`config.mk`:
```
export PLATFORM = sky130hd
export DESIGN_NAME = hub75_capture
export DESIGN_NICKNAME = d
export VERILOG_FILES = /design/src/rtl/hub75_capture.sv
export SDC_FILE = /design/constraint.sdc
export NUM_CORES = 2
export LEC_CHECK = 0
export ABC_AREA = 1
export CORE_UTILIZATION = 55
export DETAILED_ROUTE_END_ITERATION = 16
export HOLD_SLACK_MARGIN = 0.03
export PLACE_DENSITY = 0.73
export SYNTH_ARGS = -nofsm -noshare
export SYNTH_HDL_FRONTEND = slang
export SYNTH_SLANG_ARGS = --single-unit
```
`constraint.sdc`:
```
create_clock -name clk -period 38.3 [get_ports clk]
set_input_delay 5.745 -clock clk [delete_from_list [all_inputs] [get_ports clk]]
set_output_delay 5.745 -clock clk [all_outputs]
set_load 0.1 [all_outputs]
```
`src/rtl/hub75_capture.sv`:
```
`default_nettype none
// ============================================================================
//  Module      : hub75_capture
//  Description : HUB75 receive-side panel model. Oversamples the driver's
//                shift clock, latch and data lanes, rebuilds each latched row
//                pair and writes it into an external frame memory.
//  Revision    : 1.0 - initial release
// ============================================================================
module hub75_capture #(
    parameter int COLS     = 64,
    parameter int ROW_BITS = 4
) (
    input  logic                           clk,
    input  logic                           rst,
    input  logic                           A,
    input  logic                           B,
    input  logic                           C,
    input  logic                           D,
    input  logic                           R0,
    input  logic                           G0,
    input  logic                           B0,
    input  logic                           R1,
    input  logic                           G1,
    input  logic                           B1,
    input  logic                           clk_shft,
    input  logic                           LAT,
    input  logic                           OE,
    output logic                           wr_en,
    output logic [ROW_BITS+$clog2(COLS):0] wr_addr,
    output logic [2:0]                     wr_data,
    output logic                           frame_done,
    output logic                           oe_active,
    output logic                           len_err,
    output logic                           overrun
);

    localparam int                  CW       = $clog2(COLS);
    localparam int                  NIN      = 13;
    localparam logic [CW-1:0]       COL_LAST = CW'(COLS - 1);
    localparam logic [CW:0]         CNT_FULL = (CW+1)'(COLS);
    localparam logic [CW:0]         CNT_MAX  = (CW+1)'(2 * COLS - 1);
    localparam logic [ROW_BITS-1:0] ROW_LAST = '1;

    typedef enum logic [1:0] {
        S_IDLE    = 2'd0,
        S_DUMP_UP = 2'd1,
        S_DUMP_LO = 2'd2
    } state_t;

    // Input bundle layout: [3:0] row {D,C,B,A}, [9:4] pixel {R0,G0,B0,R1,G1,B1},
    // [10] clk_shft, [11] LAT, [12] OE
    logic [NIN-1:0]          in_raw;
    logic [NIN-1:0]          sync1_q;
    logic [NIN-1:0]          sync2_q;
    logic [1:0]              sync3_q;

    logic                    shft_rise;
    logic                    lat_rise;
    logic [ROW_BITS-1:0]     row_in;
    logic [5:0]              pix_in;

    logic [COLS-1:0][5:0]    shreg_q;
    logic [COLS-1:0][5:0]    shreg_d;
    logic [COLS-1:0][5:0]    rowbuf_q;
    logic [CW:0]             cnt_q;
    logic [CW:0]             cnt_inc;
    logic [CW:0]             cnt_now;

    state_t                  state_q;
    logic [CW-1:0]           col_q;
    logic [ROW_BITS-1:0]     row_q;

    logic                    wr_en_q;
    logic [ROW_BITS+CW:0]    wr_addr_q;
    logic [2:0]              wr_data_q;
    logic                    frame_done_q;
    logic                    oe_active_q;
    logic                    len_err_q;
    logic                    overrun_q;

    assign in_raw = {OE, LAT, clk_shft, R0, G0, B0, R1, G1, B1, D, C, B, A};

    // Two-flop synchronizer for every input, plus a third delayed copy of the
    // two strobes so their edges line up with the stage-2 data and address
    always_ff @(posedge clk or posedge rst) begin
        if (rst) begin
            sync1_q <= '0;
            sync2_q <= '0;
            sync3_q <= '0;
        end else begin
            sync1_q <= in_raw;
            sync2_q <= sync1_q;
            sync3_q <= sync2_q[11:10];
        end
    end

    assign row_in    = sync2_q[ROW_BITS-1:0];
    assign pix_in    = sync2_q[9:4];
    assign shft_rise = sync2_q[10] & ~sync3_q[0];
    assign lat_rise  = sync2_q[11] & ~sync3_q[1];

    // Newest pixel enters column 0; the count saturates instead of wrapping
    always_comb begin
        shreg_d = shreg_q;
        if (shft_rise) begin
            shreg_d = {shreg_q[COLS-2:0], pix_in};
        end
        cnt_inc = (cnt_q == CNT_MAX) ? cnt_q : cnt_q + 1'b1;
        cnt_now = shft_rise ? cnt_inc : cnt_q;
    end

    // Shift register runs freely, independent of the dump in progress
    always_ff @(posedge clk or posedge rst) begin
        if (rst) begin
            shreg_q <= '0;
        end else begin
            shreg_q <= shreg_d;
        end
    end

    // Latch acceptance, row dump sequencing and registered write-port outputs.
    // The accepting cycle already issues the column-0 write so the burst starts
    // the cycle after the latch edge and runs 2*COLS cycles back to back.
    always_ff @(posedge clk or posedge rst) begin
        if (rst) begin
            state_q      <= S_IDLE;
            col_q        <= '0;
            row_q        <= '0;
            rowbuf_q     <= '0;
            cnt_q        <= '0;
            wr_en_q      <= 1'b0;
            wr_addr_q    <= '0;
            wr_data_q    <= '0;
            frame_done_q <= 1'b0;
            len_err_q    <= 1'b0;
            overrun_q    <= 1'b0;
            oe_active_q  <= 1'b0;
        end else begin
            wr_en_q      <= 1'b0;
            frame_done_q <= 1'b0;
            oe_active_q  <= ~sync2_q[12];
            if (shft_rise) begin
                cnt_q <= cnt_inc;
            end
            case (state_q)
                S_IDLE: begin
                    if (lat_rise) begin
                        rowbuf_q  <= shreg_d;
                        row_q     <= row_in;
                        cnt_q     <= '0;
                        if (cnt_now != CNT_FULL) begin
                            len_err_q <= 1'b1;
                        end
                        wr_en_q   <= 1'b1;
                        wr_addr_q <= {1'b0, row_in, {CW{1'b0}}};
                        wr_data_q <= shreg_d[0][5:3];
                        col_q     <= CW'(1);
                        state_q   <= S_DUMP_UP;
                    end
                end
                S_DUMP_UP: begin
                    if (lat_rise) begin
                        overrun_q <= 1'b1;
                    end
                    wr_en_q   <= 1'b1;
                    wr_addr_q <= {1'b0, row_q, col_q};
                    wr_data_q <= rowbuf_q[col_q][5:3];
                    if (col_q == COL_LAST) begin
                        col_q   <= '0;
                        state_q <= S_DUMP_LO;
                    end else begin
                        col_q   <= col_q + 1'b1;
                    end
                end
                S_DUMP_LO: begin
                    if (lat_rise) begin
                        overrun_q <= 1'b1;
                    end
                    wr_en_q   <= 1'b1;
                    wr_addr_q <= {1'b1, row_q, col_q};
                    wr_data_q <= rowbuf_q[col_q][2:0];
                    if (col_q == COL_LAST) begin
                        col_q        <= '0;
                        frame_done_q <= (row_q == ROW_LAST);
                        state_q      <= S_IDLE;
                    end else begin
                        col_q        <= col_q + 1'b1;
                    end
                end
                default: begin
                    state_q <= S_IDLE;
                end
            endcase
        end
    end

    assign wr_en      = wr_en_q;
    assign wr_addr    = wr_addr_q;
    assign wr_data    = wr_data_q;
    assign frame_done = frame_done_q;
    assign oe_active  = oe_active_q;
    assign len_err    = len_err_q;
    assign overrun    = overrun_q;

endmodule
`default_nettype wire

```
==> results.txt <==
min-delay src - sync1_q[4]
Hold-fix buffers, CTS - 0
syn nets - 4,316
Tightest Hold Check Type - reg2reg
vias per inst - 5.264
crit end category - async pin
Syn-to-layout area delta - 9.330%
post-synthesis sequential area ratio - 59.17%
leakage - 20.11 nW
vias in the first global route - 26,348
Slew Viols, Final - 0
cell with the most instances after synthesis - nand2_1
worst-margin pin slew - 1.290 ns
placed cells - 4,946
core area - 63,200 µm²
Worst Hold End - sync2_q[4]
number of enable flip-flop cells after synthesis - 0
Reg2Reg Depth - 8
routed length per instance - 15.27 µm
Finished Layout Cells - 5,098
yosys warns - 0
clk_skew - 0.01493 ns
DR WL met3 - 3646 µm
Synth Instances - 4,293
Clk pin slew, worst setup/hold paths - 0.06 ns
RSZ-0062 raised after global routing - no
TritonCTS Sinks - 834
total congestion overflow - 0
CP Class - in2async
Synth async-reset ratio - 100.0%
fill count - 5,411
Core Util, Final - 61.02%
GRT Total Usage - 25.02%
#FFs+latches synth - 834
crit-path leading delay family - buffers and inverters
post-cts resize count - 0
Max Used Layer - met4
register area - 20,880 µm²
Starting Density - 55.81%
Max Fclk - 0.1163 GHz
Worst-Skew Late Latency - 0.63 ns
Tcrit/Tclk final - 22.45%
layout net count - 4,210
CP most frequent cell - buf_4
area of the multi-input gates - 11,890 µm²
post-synth top area cell - dfrtp_1
HPWL after DPL - 41,240 µm
largest net degree at the start of global routing - 290
worst reg2reg startpoint - state_q[0]
full die area - 65,150 µm²
I/O pin cnt - 34
Num CTS Buffers - 85
die height - 255.2 µm
Routed Antenna Nets - 0
# H-tree levels - 3
M1 wire length - 34,940 µm
Slowest cell on crit path - buf_4
critical path arrival - 9.15 ns
Crit path buffers/inverters - 5
Tmin final - 8.600 ns
dominant cells by area after synthesis - dfrtp_1, nand2_1, o21ai_0, nand3_1, inv_1
CTS tree - built
initial antenna violation count - 0
Max FO, Critical Path - 155
Routed WL - 77,840 µm
initial DRC count - 2,139
Slew headroom - 13.99%
first-pass GRT wire length - 131,100 µm
VDD IR-drop max - 0.00005373 V
crit start category - input pin
max_cap viols - 0
Setup Buffers After CTS - 0
Syn Area/Cell - 8.216 µm²
Worst Path Required - 38.85 ns
status - finished, final reports clean
reg2reg setup slack - 34.32 ns
Yosys top cell area share - 59.17%
Site Rows - 92
reg-to-reg endpoint - rowbuf_q[129]
root buf cell - clkbuf_16
Hold Violations, Final - 0
crit-path cells - clkdlybuf4s50_1 -> inv_8 -> buf_4 -> buf_12 -> buf_4
Clock Path Buffers - 3
met2 WL post-DR - 37,420 µm
pwr/cell area - 61.98 nW/µm²
most frequent cells after synthesis - nand2_1, dfrtp_1, o21ai_0
setup violators final - 0
antenna cells - 0
Buffers on Ports - 33
DR pass1 iterations - 5
Most used DFF post-synth - dfrtp_1
Die Span X - 255.2 µm
hold depth - 0
Synth Cell Area - 35,270 µm²
slowest stage delay, CP - 0.80 ns
setup_tns - 0 ns
Yosys cell types - 31
DR vias - 26,834
Placer Congestion - 0.7542
DR DRC count - 0
layout cells sized above 1 - 4.116%
-- layer usage --
| metal | track usage [%] | up-vias |
|---|---|---|
| met3 | 3.417 | 127 |
| met4 | 7.784 | 0 |
| met2 | 41.94 | 593 |
| li1 | - | 13058 |
| met1 | 33.94 | 13056 |
| met5 | 0 | - |
-- placed cells by master (no fill, tap or decap), types with 2 or more instances in the layout --
master / n
nand2_1: 2065
dfrtp_1: 831
o21ai_0: 368
inv_1: 351
nand3_1: 279
clkbuf_16: 89
o211ai_1: 49
clkdlybuf4s50_1: 33
buf_4: 27
a21oi_1: 23
clkinv_2: 22
clkbuf_1: 22
nor2_1: 17
clkbuf_8: 14
ha_1: 8
nand4_1: 5
buf_12: 5
xor2_1: 4
o31ai_1: 4
a22oi_1: 4
nor3_1: 3
bufinv_16: 3
nor2_4: 2
inv_8: 2
o21bai_1: 2
o41ai_1: 2
inv_6: 2
dfrtp_4: 2
-- kinds of logic after synthesis --
family          share of synthesized area (%)
compound gates                          6.914
xor+xnor                               0.1242
fa+ha+maj                              0.2838
buf+inv                                 7.162
flops                                   59.17
simple gates                            26.35
-- power by group --
part / internal (mW) / switching, mW / leakage (nW)
clock: 0.473 / 0.340 / 1.36
sequential: 0.951 / 0.0431 / 11.4
combinational: 0.155 / 0.428 / 7.30
-- state kept, by name (all words and copies together) (netlist names), 2 cells and up --
name / count
sync3_q: 2
row_q: 4
shreg_q: 384
sync1_q: 13
wr_data: 3
cnt_q: 7
sync2_q: 13
state_q: 2
rowbuf_q: 384
wr_addr: 11
col_q: 6
-- through the flow --
step | hold slack [ns] | setup slack (ns) | cell area [µm²] | total power [mW]
after detailed placement | 0.3347 | 28.83 | 35820 | 1.591
after global placement | 0.3325 | 28.84 | 35820 | 1.581
final | 0.3455 | 29.70 | 38560 | 2.390
after CTS | 0.3480 | 29.49 | 38560 | 2.408
after floorplan | 0.3312 | 9.126 | 35270 | 1.436
after global routing | 0.3560 | 29.12 | 38560 | 2.516
-- worst register-to-register path, cell delays in order (launching register included) --
cell     delay, ns
dfrtp_1       0.43
inv_1         0.13
ha_1          0.20
inv_1         0.10
nor2_4        0.13
buf_12        0.70
buf_4         1.00
buf_4         0.91
o21ai_0       0.23
-- area by class of cell --
cell class / count / area share (%)
inverters: 358 / 3.537
multi-input cells: 2843 / 30.83
well taps: 846 / 2.745
repair buffers: 65 / 1.642
clock inverters: 27 / 0.6100
clock buffers: 125 / 6.489
flip-flops and latches: 834 / 54.14
-- worst max path at each step --
stage | startpoint | cells after the start | slack [ns] | end
6_report | rst | 5 | 29.70 | col_q[0]
5_1_grt | rst | 5 | 29.12 | col_q[0]
4_1_cts | rst | 5 | 29.49 | col_q[0]
3_5_place_dp | rst | 5 | 28.83 | col_q[0]
3_3_place_gp | rst | 5 | 28.84 | col_q[0]
2_1_floorplan | rst | 1 | 9.13 | cnt_q[0]
No activity file was read; power rests on OpenSTA's default activity.
